File: config.mk
export PLATFORM = sky130hd
export DESIGN_NAME = ps_step_sequencer_flat
export DESIGN_NICKNAME = d
export VERILOG_FILES = /design/src/rtl/fine_delay_pkg.sv /design/src/rtl/ps_step_sequencer_if.sv /design/src/rtl/ps_wrap_dist.sv /design/src/rtl/ps_step_sequencer.sv /design/src/flat_wrapper.sv
export SDC_FILE = /design/constraint.sdc
export NUM_CORES = 1
export LEC_CHECK = 0
export CORE_ASPECT_RATIO = 0.75
export CORE_UTILIZATION = 56
export DETAILED_ROUTE_END_ITERATION = 6
export PLACE_DENSITY = 0.8
export SETUP_SLACK_MARGIN = 0.3
export SKIP_CTS_REPAIR_TIMING = 1
export SYNTH_ARGS = -nofsm -noshare
export SYNTH_HDL_FRONTEND = slang
export SYNTH_SLANG_ARGS = --single-unit
File: constraint.sdc
create_clock -name clk -period 4.3 [get_ports clk]
set_input_delay 1.29 -clock clk [delete_from_list [all_inputs] [get_ports clk]]
set_output_delay 1.29 -clock clk [all_outputs]
set_load 0.005 [all_outputs]
File: src/rtl/fine_delay_pkg.sv
// Shared types and default constants for the MMCM fine-phase step sequencer.
package fine_delay_pkg;

  localparam int unsigned DEF_STEPS_PER_PERIOD = 497;
  localparam int unsigned DEF_PS_TIMEOUT       = 63;
  localparam int unsigned StepW                = 9;
  localparam int unsigned ArithW               = 10;

  typedef enum logic [1:0] {
    StIdle,
    StEval,
    StIssue,
    StWait
  } state_e;

endpackage

File: src/rtl/ps_step_sequencer_if.sv
// Request handshake carrying a new absolute phase target into the sequencer.
interface ps_step_sequencer_if;
  import fine_delay_pkg::*;

  logic             req_valid;
  logic             req_ready;
  logic [StepW-1:0] req_target;

  modport master (output req_valid, output req_target, input req_ready);
  modport slave  (input req_valid, input req_target, output req_ready);

endinterface

File: src/rtl/ps_wrap_dist.sv
// Forward distance from cur_steps to target modulo the period, plus shortest direction.
module ps_wrap_dist
  import fine_delay_pkg::*;
#(
  parameter int unsigned STEPS_PER_PERIOD = DEF_STEPS_PER_PERIOD
) (
  input  logic [StepW-1:0]  cur_steps,
  input  logic [StepW-1:0]  target,
  output logic [ArithW-1:0] dist_up,
  output logic              incdec
);

  localparam logic [ArithW-1:0] Steps = ArithW'(STEPS_PER_PERIOD);
  localparam logic [ArithW-1:0] Half  = ArithW'(STEPS_PER_PERIOD / 2);

  logic [ArithW-1:0] raw;

  // Adding the period first keeps the difference non-negative; one subtract folds it back.
  always_comb begin
    raw     = {1'b0, target} + Steps - {1'b0, cur_steps};
    dist_up = (raw >= Steps) ? raw - Steps : raw;
    incdec  = (dist_up <= Half);
  end

endmodule

File: src/rtl/ps_step_sequencer.sv
// Walks the MMCM fine phase one PSEN step at a time to an absolute target position.
module ps_step_sequencer
  import fine_delay_pkg::*;
#(
  parameter int unsigned STEPS_PER_PERIOD = DEF_STEPS_PER_PERIOD,
  parameter int unsigned PS_TIMEOUT       = DEF_PS_TIMEOUT
) (
  input  logic              clk,
  input  logic              rst,
  ps_step_sequencer_if.slave req,
  input  logic              mmcm_locked,
  output logic              ps_en,
  output logic              ps_incdec,
  input  logic              ps_done,
  output logic [StepW-1:0]  cur_steps,
  output logic              busy,
  output logic              done_pulse,
  input  logic              err_clr,
  output logic              err_timeout,
  output logic              err_range,
  output logic              err_lock
);

  localparam logic [ArithW-1:0] Steps   = ArithW'(STEPS_PER_PERIOD);
  localparam logic [StepW-1:0]  LastPos = StepW'(STEPS_PER_PERIOD - 1);
  localparam int unsigned       TmoW    = (PS_TIMEOUT > 1) ? $clog2(PS_TIMEOUT) : 1;
  localparam logic [TmoW-1:0]   TmoLast = TmoW'(PS_TIMEOUT - 1);

  state_e            state;
  logic [StepW-1:0]  target;
  logic [TmoW-1:0]   tmo_cnt;
  logic [ArithW-1:0] dist_up;
  logic              dir_inc;
  logic [StepW-1:0]  pos_up;
  logic [StepW-1:0]  pos_dn;

  ps_wrap_dist #(
    .STEPS_PER_PERIOD(STEPS_PER_PERIOD)
  ) u_wrap_dist (
    .cur_steps(cur_steps),
    .target   (target),
    .dist_up  (dist_up),
    .incdec   (dir_inc)
  );

  assign pos_up        = (cur_steps == LastPos) ? '0 : cur_steps + 1'b1;
  assign pos_dn        = (cur_steps == '0) ? LastPos : cur_steps - 1'b1;
  assign req.req_ready = (state == StIdle) && mmcm_locked;
  assign busy          = (state != StIdle);

  always_ff @(posedge clk) begin
    if (rst) begin
      state       <= StIdle;
      target      <= '0;
      tmo_cnt     <= '0;
      cur_steps   <= '0;
      ps_en       <= 1'b0;
      ps_incdec   <= 1'b0;
      done_pulse  <= 1'b0;
      err_timeout <= 1'b0;
      err_range   <= 1'b0;
      err_lock    <= 1'b0;
    end else begin
      ps_en      <= 1'b0;
      done_pulse <= 1'b0;
      // Clear first so an error raised below in the same cycle wins.
      if (err_clr) begin
        err_timeout <= 1'b0;
        err_range   <= 1'b0;
        err_lock    <= 1'b0;
      end
      if (!mmcm_locked) begin
        // MMCM reset puts the phase back at 0.
        state     <= StIdle;
        cur_steps <= '0;
        if ((state != StIdle) || (cur_steps != '0)) err_lock <= 1'b1;
      end else begin
        unique case (state)
          StIdle: begin
            if (req.req_valid) begin
              if ({1'b0, req.req_target} >= Steps) begin
                err_range <= 1'b1;
              end else begin
                target <= req.req_target;
                state  <= StEval;
              end
            end
          end
          StEval: begin
            if (dist_up == '0) begin
              done_pulse <= 1'b1;
              state      <= StIdle;
            end else begin
              // ps_en is registered here so it is high exactly during the ISSUE cycle.
              ps_incdec <= dir_inc;
              ps_en     <= 1'b1;
              state     <= StIssue;
            end
          end
          StIssue: begin
            tmo_cnt <= '0;
            state   <= StWait;
          end
          StWait: begin
            if (ps_done) begin
              cur_steps <= ps_incdec ? pos_up : pos_dn;
              state     <= StEval;
            end else if (tmo_cnt == TmoLast) begin
              err_timeout <= 1'b1;
              state       <= StIdle;
            end else begin
              tmo_cnt <= tmo_cnt + 1'b1;
            end
          end
          default: state <= StIdle;
        endcase
      end
    end
  end

endmodule

File: src/flat_wrapper.sv
// flat-port wrapper written by rule: the top's interface ports become plain ports
module ps_step_sequencer_flat import fine_delay_pkg::*;
#(
  parameter int unsigned STEPS_PER_PERIOD = DEF_STEPS_PER_PERIOD,
  parameter int unsigned PS_TIMEOUT       = DEF_PS_TIMEOUT
)
  (clk, rst, mmcm_locked, ps_en, ps_incdec, ps_done, cur_steps, busy, done_pulse, err_clr, err_timeout, err_range, err_lock, req_req_valid, req_req_target, req_req_ready);
  ps_step_sequencer_if req_i ();
  input  logic clk;
  input  logic rst;
  input  logic mmcm_locked;
  output logic ps_en;
  output logic ps_incdec;
  input  logic ps_done;
  output logic [StepW-1:0] cur_steps;
  output logic busy;
  output logic done_pulse;
  input  logic err_clr;
  output logic err_timeout;
  output logic err_range;
  output logic err_lock;
  input wire logic [$bits(req_i.req_valid)-1:0] req_req_valid;
  input wire logic [$bits(req_i.req_target)-1:0] req_req_target;
  output wire logic [$bits(req_i.req_ready)-1:0] req_req_ready;
  assign req_i.req_valid = req_req_valid;
  assign req_i.req_target = req_req_target;
  assign req_req_ready = req_i.req_ready;
  ps_step_sequencer #(.STEPS_PER_PERIOD(STEPS_PER_PERIOD), .PS_TIMEOUT(PS_TIMEOUT)) u_core (.clk(clk), .rst(rst), .req(req_i), .mmcm_locked(mmcm_locked), .ps_en(ps_en), .ps_incdec(ps_incdec), .ps_done(ps_done), .cur_steps(cur_steps), .busy(busy), .done_pulse(done_pulse), .err_clr(err_clr), .err_timeout(err_timeout), .err_range(err_range), .err_lock(err_lock));
endmodule
==> results of run 1 <==
[where the power goes]
part	switching [uW]	internal [uW]
Combinational	127	102
Sequential	6.44	302
Clock	118	171
[tightest hold or removal path, cell delays in order, from the launching register on]
cell	delay, ns
dfxtp_1	0.31
nand2_1	0.06
a21oi_1	0.05
[area by class of cell]
cell class,instances,area [um2],share of cell area [%]
flip-flops and latches,32,641,21.1
clock buffers,5,68.8,2.27
repair buffers,31,310,10.2
clock inverters,3,42.5,1.40
multi-input cells,260,1770,58.4
well taps,57,71.3,2.35
inverters,34,128,4.21
[how the worst max path moves through the flow]
stage	startpoint	to	slack, ns
after floorplan	u_core.cur_steps[2]$_SDFFE_PP0P_	u_core.ps_incdec$_SDFFE_PP0P_	1.05
after global placement	mmcm_locked	req_req_ready	0.45
after detailed placement	mmcm_locked	req_req_ready	0.41
after CTS	mmcm_locked	req_req_ready	0.41
after global routing	mmcm_locked	req_req_ready	0.33
final	mmcm_locked	req_req_ready	0.39
[placed cells by master, fill, tap and decap left out, types with 2 or more instances in the layout]
cell type / Yosys / final
mux2i_1: 10 / 10
clkdlybuf4s50_1: 0 / 31
a32oi_1: 3 / 3
xor2_1: 5 / 5
a211oi_1: 4 / 4
inv_1: 34 / 34
xnor2_1: 8 / 7
clkbuf_8: 0 / 5
nand4_1: 5 / 5
o21ai_0: 14 / 14
nor4_1: 4 / 4
xnor2_2: 1 / 2
nor3_1: 16 / 16
and2_1: 2 / 2
ha_1: 23 / 23
and3_1: 7 / 7
or2_1: 2 / 2
a22oi_1: 2 / 2
a21oi_1: 28 / 28
nor2_1: 38 / 38
o2111ai_1: 2 / 2
nor2b_1: 3 / 3
nand3_1: 16 / 16
dfxtp_1: 32 / 32
o221ai_1: 2 / 2
nand2_1: 21 / 21
a31oi_1: 2 / 2
or4_1: 2 / 2
nand2b_1: 4 / 4
nand3b_1: 2 / 2
[metal layers]
layer | track usage, % | wire length, um
met5 | 0 | 0
met4 | 5.87 | 109
met3 | 4.89 | 513
met1 | 39.4 | 3150
met2 | 40.1 | 2690
[cell families after synthesis]
kind of cell / Yosys count / share of synthesized area [%]
compound gates: 78 / 19.4
xor+xnor: 15 / 5.53
fa+ha+maj: 24 / 11.6
buf+inv: 50 / 9.03
flops: 32 / 24.2
mux: 10 / 3.78
simple gates: 133 / 26.4
[cell usage after synthesis (2+ instances only)]
| library cell | number |
|---|---|
| nor2_1 | 38 |
| inv_1 | 34 |
| dfxtp_1 | 32 |
| a21oi_1 | 28 |
| ha_1 | 23 |
| nand2_1 | 21 |
| nand3_1 | 16 |
| nor3_1 | 16 |
| o21ai_0 | 14 |
| clkbuf_1 | 10 |
| mux2i_1 | 10 |
| xnor2_1 | 8 |
| and3_1 | 7 |
| nand4_1 | 5 |
| xor2_1 | 5 |
| a211oi_1 | 4 |
| nand2b_1 | 4 |
| nor4_1 | 4 |
| a32oi_1 | 3 |
| nor2b_1 | 3 |
| a22oi_1 | 2 |
| a31oi_1 | 2 |
| and2_1 | 2 |
| nand3b_1 | 2 |
| o2111ai_1 | 2 |
| o221ai_1 | 2 |
| or2_1 | 2 |
| or4_1 | 2 |
[flip-flops by register name, summed over array words and instances, names as in the netlist, named ones only]
| signal | flops |
|---|---|
| u_core.tmo_cnt | 6 |
| u_core.ps_incdec | 1 |
| u_core.state | 1 |
| u_core.done_pulse | 1 |
| u_core.target | 9 |
| u_core.err_timeout | 1 |
| u_core.err_range | 1 |
| u_core.ps_en | 1 |
| u_core.err_lock | 1 |
| u_core.cur_steps | 9 |
[metrics by stage]
| step | hold slack (ns) | instance area, um2 | worst slack [ns] | total power [uW] | instances |
|---|---|---|---|---|---|
| after floorplan | 0.452 | 2650 | 1.05 | 487 | 342 |
| after global placement | 0.452 | 2920 | 0.452 | 534 | 414 |
| after detailed placement | 0.454 | 2920 | 0.415 | 537 | 414 |
| after CTS | 0.464 | 3030 | 0.410 | 824 | 422 |
| after global routing | 0.478 | 3030 | 0.331 | 869 | 422 |
| final | 0.464 | 3030 | 0.386 | 827 | 422 |
==> flow_metrics.py, run 1 <==
metrics = {
    "timing": {
        "hold_viol": 0,
        "maxSlewViolCount": 0,
        "finalSetupViolCount": 0,
        "max-slew-margin-rel_pct": 57.0,
        "fin_crit_sh_pct": 91.0,
        "clock_skew_ns": 0.00614,
        "tns_ns": 0,
        "rsz0062_at_grt": "false",
        "min_period_ns": 3.91,
        "worst_pin_slew_ns": 0.643,
        "max_freq_mhz": 255,
    },
    "finish": {
        "fill_cells": 399,
        "layout-drive-gt1-share_pct": 7.67,
        "finalNetCount": 403,
        "utilization_pct": 67.5,
        "syn2layout_area_growth_pct": 14.7,
        "antenna_cells_inserted": 0,
    },
    "min_path": {
        "hold_path_end": "u_core.err_timeout$_SDFF_PP0_",
        "hold_class": "register to register",
        "holdPathStages": 2,
        "hp-start": "u_core.err_timeout$_SDFF_PP0_",
    },
    "pwr": {
        "p_leak_uw": 0.00125,
        "power_density_mw_per_mm2": 273,
        "ir_worst_vdd_mv": 0.170,
    },
    "clock_tree": {
        "cts-root-buf": "clkbuf_8",
        "path_clk_slew_ns": 0.07,
        "cts_tree": "done",
        "cts_max_path_buffers": 2,
        "clock_sinks": 32,
        "cts_buffers": 5,
        "h-tree-depth": 2,
        "clk_latency_ns": 0.29,
    },
    "detailed_routing": {
        "wirelength_um": 6460,
        "wl_per_cell_um": 15.3,
        "dr_total_vias": 2578,
        "dr.pass1.iters": 5,
        "vias_per_cell": 6.11,
        "drc": 0,
        "detail-route-antenna-nets": 0,
        "drtIter0Drc": 141,
    },
    "critical_path": {
        "critPathRequiredTime_ns": 3.01,
        "critPathMaxStageDelay_ns": 0.60,
        "cp_data_arrival_time_ns": 2.62,
        "rr_endpoint": "u_core.ps_incdec$_SDFFE_PP0P_",
        "crit_slowest_cell": "clkdlybuf4s50_1",
        "reg2reg_slack_ns": 0.68,
        "critPathBufInv": 2,
        "r2r-start": "u_core.cur_steps[2]$_SDFFE_PP0P_",
        "crit_chain": "clkdlybuf4s50_1, and2_1, clkdlybuf4s50_1",
        "worstSetupPathType": "input pin to output pin",
        "cpMostUsedCell": "clkdlybuf4s50_1",
        "cp.depth": 3,
        "crit_fanout": 7,
        "crit_family": "buffers and inverters",
        "crit_path_start_kind": "input pin",
        "crit_path_end_kind": "output pin",
        "rr_worst_depth": 13,
    },
    "synth": {
        "synthDistinctLibCells": 69,
        "ys.flop_type": "dfxtp_1",
        "syn_nets": 381,
        "syn_inst": 342,
        "synth_top_area_share_pct": 24.2,
        "synth-seq-cells": 32,
        "yosysWarnings": 0,
        "syn_area_mm2": 0.00265,
        "synth_area_per_cell_um2": 7.73,
        "yosysTopAreaCell": "dfxtp_1",
        "synth_seq_area_share_pct": 24.2,
        "synth_edf_count": 0,
        "synth-async-reset-ratio_pct": 0,
        "synth_area_leaders": "dfxtp_1, ha_1, nor2_1",
    },
    "placement": {
        "dpl.hpwl_um": 4760,
        "finalWeightedCongestion": 0.886,
        "numPortBuffers": 31,
    },
    "flow_run": {
        "maxCapViolCount": 0,
    },
    "floorplanning": {
        "die_area_mm2": 0.00501,
        "ios": 32,
        "fp.dieW_um": 81.4,
        "die_h_um": 61.5,
        "rows": 21,
        "core_area_mm2": 0.00449,
        "start_util_pct": 58.9,
    },
    "run_status": {
        "outcome": "completed",
    },
    "grt": {
        "grt_first_pass_wirelength_um": 10100,
        "grt_max_degree": 18,
        "grt_util_all_layers_pct": 26.7,
        "grt_overflow": 0,
        "grt_pass1_vias": 2143,
        "antenna_found_initial": 0,
    },
}
Power figures use the tool's default switching activity.
==> run 2, diff against run 1 <==
- CAP_MARGIN: default -> 40
- CORE_UTILIZATION: 56 -> 51
- PLACE_DENSITY: 0.8 -> 0.77
- clock period: 4.3 -> 3.5 ns (I/O delays scaled with it)
==> run 2 against run 1 <==
Effect of this change:
- utilization rose by 0.96 points
- wire length rose by 12%
- count of clock-buffer cells in the layout rose by 1
- sequential power rose by 22%
- worst setup slack got worse by 0.27 ns
- design area rose by 11%
==> flow_metrics.py, run 2 (synthesis gave the netlist of run 1 again) <==
metrics = {
    "finish": {
        "syn2layout_area_growth_pct": 27.6,
        "antenna_cells_inserted": 0,
        "multi_input_area_mm2": 0.00191,
        "layout-drive-gt1-share_pct": 18.9,
        "ff_latch_area_um2": 649,
        "reg.largest.list": "u_core.cur_steps: 9 flops, u_core.target: 9 flops, u_core.tmo_cnt: 6 flops",
        "layout_common_cells": "nor2_1, inv_1, clkdlybuf4s50_1",
        "fill_cells": 394,
        "finalNetCount": 429,
        "layout_commonest_cell": "nor2_1",
    },
    "timing": {
        "clock_skew_ns": 0.00484,
        "max-slew-margin-rel_pct": 56.2,
        "worst_pin_slew_ns": 0.657,
        "finalSetupViolCount": 0,
        "rsz0062_at_grt": "true",
        "max_freq_mhz": 295,
        "fin_crit_sh_pct": 96.8,
        "min_period_ns": 3.39,
        "fin_hold_ws_ns": 0.464,
        "maxSlewViolCount": 0,
        "hold_viol": 0,
    },
    "critical_path": {
        "crit_fanout": 5,
        "crit_path_end_kind": "register",
        "cp_data_arrival_time_ns": 3.58,
        "rr_endpoint": "u_core.ps_incdec$_SDFFE_PP0P_",
        "crit_end": "u_core.ps_incdec$_SDFFE_PP0P_",
        "crit_path_start": "u_core.cur_steps[1]$_SDFFE_PP0P_",
        "worstSetupPathType": "register to register",
        "critPathBufInv": 3,
        "critPathMaxStageDelay_ns": 0.43,
        "crit_path_start_kind": "register",
        "crit_chain": "ha_4, inv_2, ha_4, inv_2, fa_2, and2b_4, o22a_4, xnor2_4, nor4b_4, buf_4, a31oi_2, a32oi_2, nand4_2, a311o_1, o31ai_1",
        "rr_worst_depth": 15,
        "crit_slowest_cell": "nor4b_4",
        "critPathRequiredTime_ns": 3.69,
        "cp.depth": 15,
        "crit_family": "compound AO/OA/AOI/OAI gates",
        "r2r-start": "u_core.cur_steps[1]$_SDFFE_PP0P_",
        "reg2reg_slack_ns": 0.11,
    },
    "pwr": {
        "power_density_mw_per_mm2": 328,
        "p_int_uw": 761,
        "p_leak_uw": 0.00140,
        "combPwrFrac_pct": 34.2,
        "pwr-share-clk_pct": 31.6,
        "p_total_uw": 1110,
        "ir_worst_vdd_mv": 0.284,
        "switching_power_uw": 345,
        "p_seq_share_pct": 34.2,
        "power_switching_share_pct": 31.2,
    },
    "flow_run": {
        "maxCapViolCount": 0,
    },
    "detailed_routing": {
        "wl_per_cell_um": 16.1,
        "detail-route-antenna-nets": 0,
        "wirelength_um": 7250,
        "dr_total_vias": 2660,
        "drc": 0,
        "drtIter0Drc": 168,
        "dr.pass1.iters": 5,
        "vias_per_cell": 5.90,
    },
    "clock_tree": {
        "h-tree-depth": 2,
        "clk_latency_ns": 0.28,
        "path_clk_slew_ns": 0.07,
        "clock_sinks": 32,
        "cts_tree": "done",
        "cts_max_path_buffers": 2,
        "cts-root-buf": "clkbuf_8",
        "cts_buffers": 5,
    },
    "grt": {
        "grt_max_degree": 18,
        "antenna_found_initial": 0,
        "grt_pass1_vias": 2396,
        "grt_first_pass_wirelength_um": 10900,
        "grt_util_all_layers_pct": 25.3,
        "grt_overflow": 0,
    },
    "placement": {
        "finalWeightedCongestion": 0.947,
        "numPortBuffers": 31,
        "dpl.hpwl_um": 5050,
    },
    "run_status": {
        "outcome": "completed",
    },
    "floorplanning": {
        "start_util_pct": 53.7,
        "ios": 32,
        "rows": 22,
        "die_h_um": 64.4,
        "core_area_mm2": 0.00493,
        "die_area_mm2": 0.00548,
        "fp.dieW_um": 85.2,
    },
    "min_path": {
        "hold_class": "register to register",
    },
}
## run 2: worst min path at each step
| stage | depth (start not counted) | from | to |
|---|---|---|---|
| 4_1_cts | 2 | u_core.err_timeout$_SDFF_PP0_ | u_core.err_timeout$_SDFF_PP0_ |
| 3_5_place_dp | 2 | u_core.err_timeout$_SDFF_PP0_ | u_core.err_timeout$_SDFF_PP0_ |
| 5_1_grt | 2 | u_core.err_timeout$_SDFF_PP0_ | u_core.err_timeout$_SDFF_PP0_ |
| 3_3_place_gp | 2 | u_core.err_timeout$_SDFF_PP0_ | u_core.err_timeout$_SDFF_PP0_ |
| 2_1_floorplan | 2 | u_core.err_timeout$_SDFF_PP0_ | u_core.err_timeout$_SDFF_PP0_ |
| 6_report | 2 | u_core.err_timeout$_SDFF_PP0_ | u_core.err_timeout$_SDFF_PP0_ |
## run 2: routing by layer
| metal | part of all wire (%) | vias to the layer above | track usage (%) | wire (um) |
|---|---|---|---|---|
| met5 | 0 | - | 0 | 0 |
| met4 | 2.2 | 0 | 9.11 | 159 |
| met3 | 5.9 | 18 | 4.13 | 425 |
| met2 | 46 | 98 | 39.2 | 3350 |
| met1 | 46 | 1238 | 35.3 | 3320 |
| li1 | - | 1306 | - | - |
## run 2: area by class of cell
type                       count  area share, %
clock inverter                 2           1.04
timing repair buffer          57           15.1
clock buffer                   6           2.15
inverter                      34           3.78
multi-input combinational    260           56.5
sequential                    32           19.2
tap                           60           2.22
## run 2: power by group through the flow
| stage | combinational (uW) | sequential, uW | clock, uW |
|---|---|---|---|
| 5_1_grt | 411 | 379 | 371 |
| 3_3_place_gp | 283 | 387 | 0 |
| 2_1_floorplan | 216 | 383 | 0 |
| 6_report | 378 | 378 | 349 |
| 4_1_cts | 290 | 379 | 353 |
| 3_5_place_dp | 289 | 387 | 0 |
## run 2: worst reg2reg max path, stage by stage, from the launching register on
cell	delay, ns
dfxtp_4	0.36
ha_4	0.24
inv_2	0.06
ha_4	0.12
inv_2	0.04
fa_2	0.38
and2b_4	0.29
o22a_4	0.16
xnor2_4	0.10
nor4b_4	0.43
buf_4	0.19
a31oi_2	0.10
a32oi_2	0.23
nand4_2	0.18
a311o_1	0.36
o31ai_1	0.07
## run 2: through the flow
step | area, um2 | std cells | utilization [%] | TNS [ns] | setup slack, ns
after global routing | 3370 | 451 | 68.5 | -0.0314 | -0.0314
after CTS | 3130 | 439 | 63.6 | -0.0865 | -0.0865
after floorplan | 2650 | 342 | - | 0 | 0.311
after global placement | 3030 | 431 | 61.4 | 0 | 0.0478
after detailed placement | 3030 | 431 | 61.4 | -0.0548 | -0.0548
final | 3370 | 451 | 68.5 | 0 | 0.111
==> run 3, diff against run 2 <==
- CTS_CLUSTER_SIZE: default -> 8
==> results of run 3 <==
The final DEF is identical to that of run 2; final timing and power are the same.
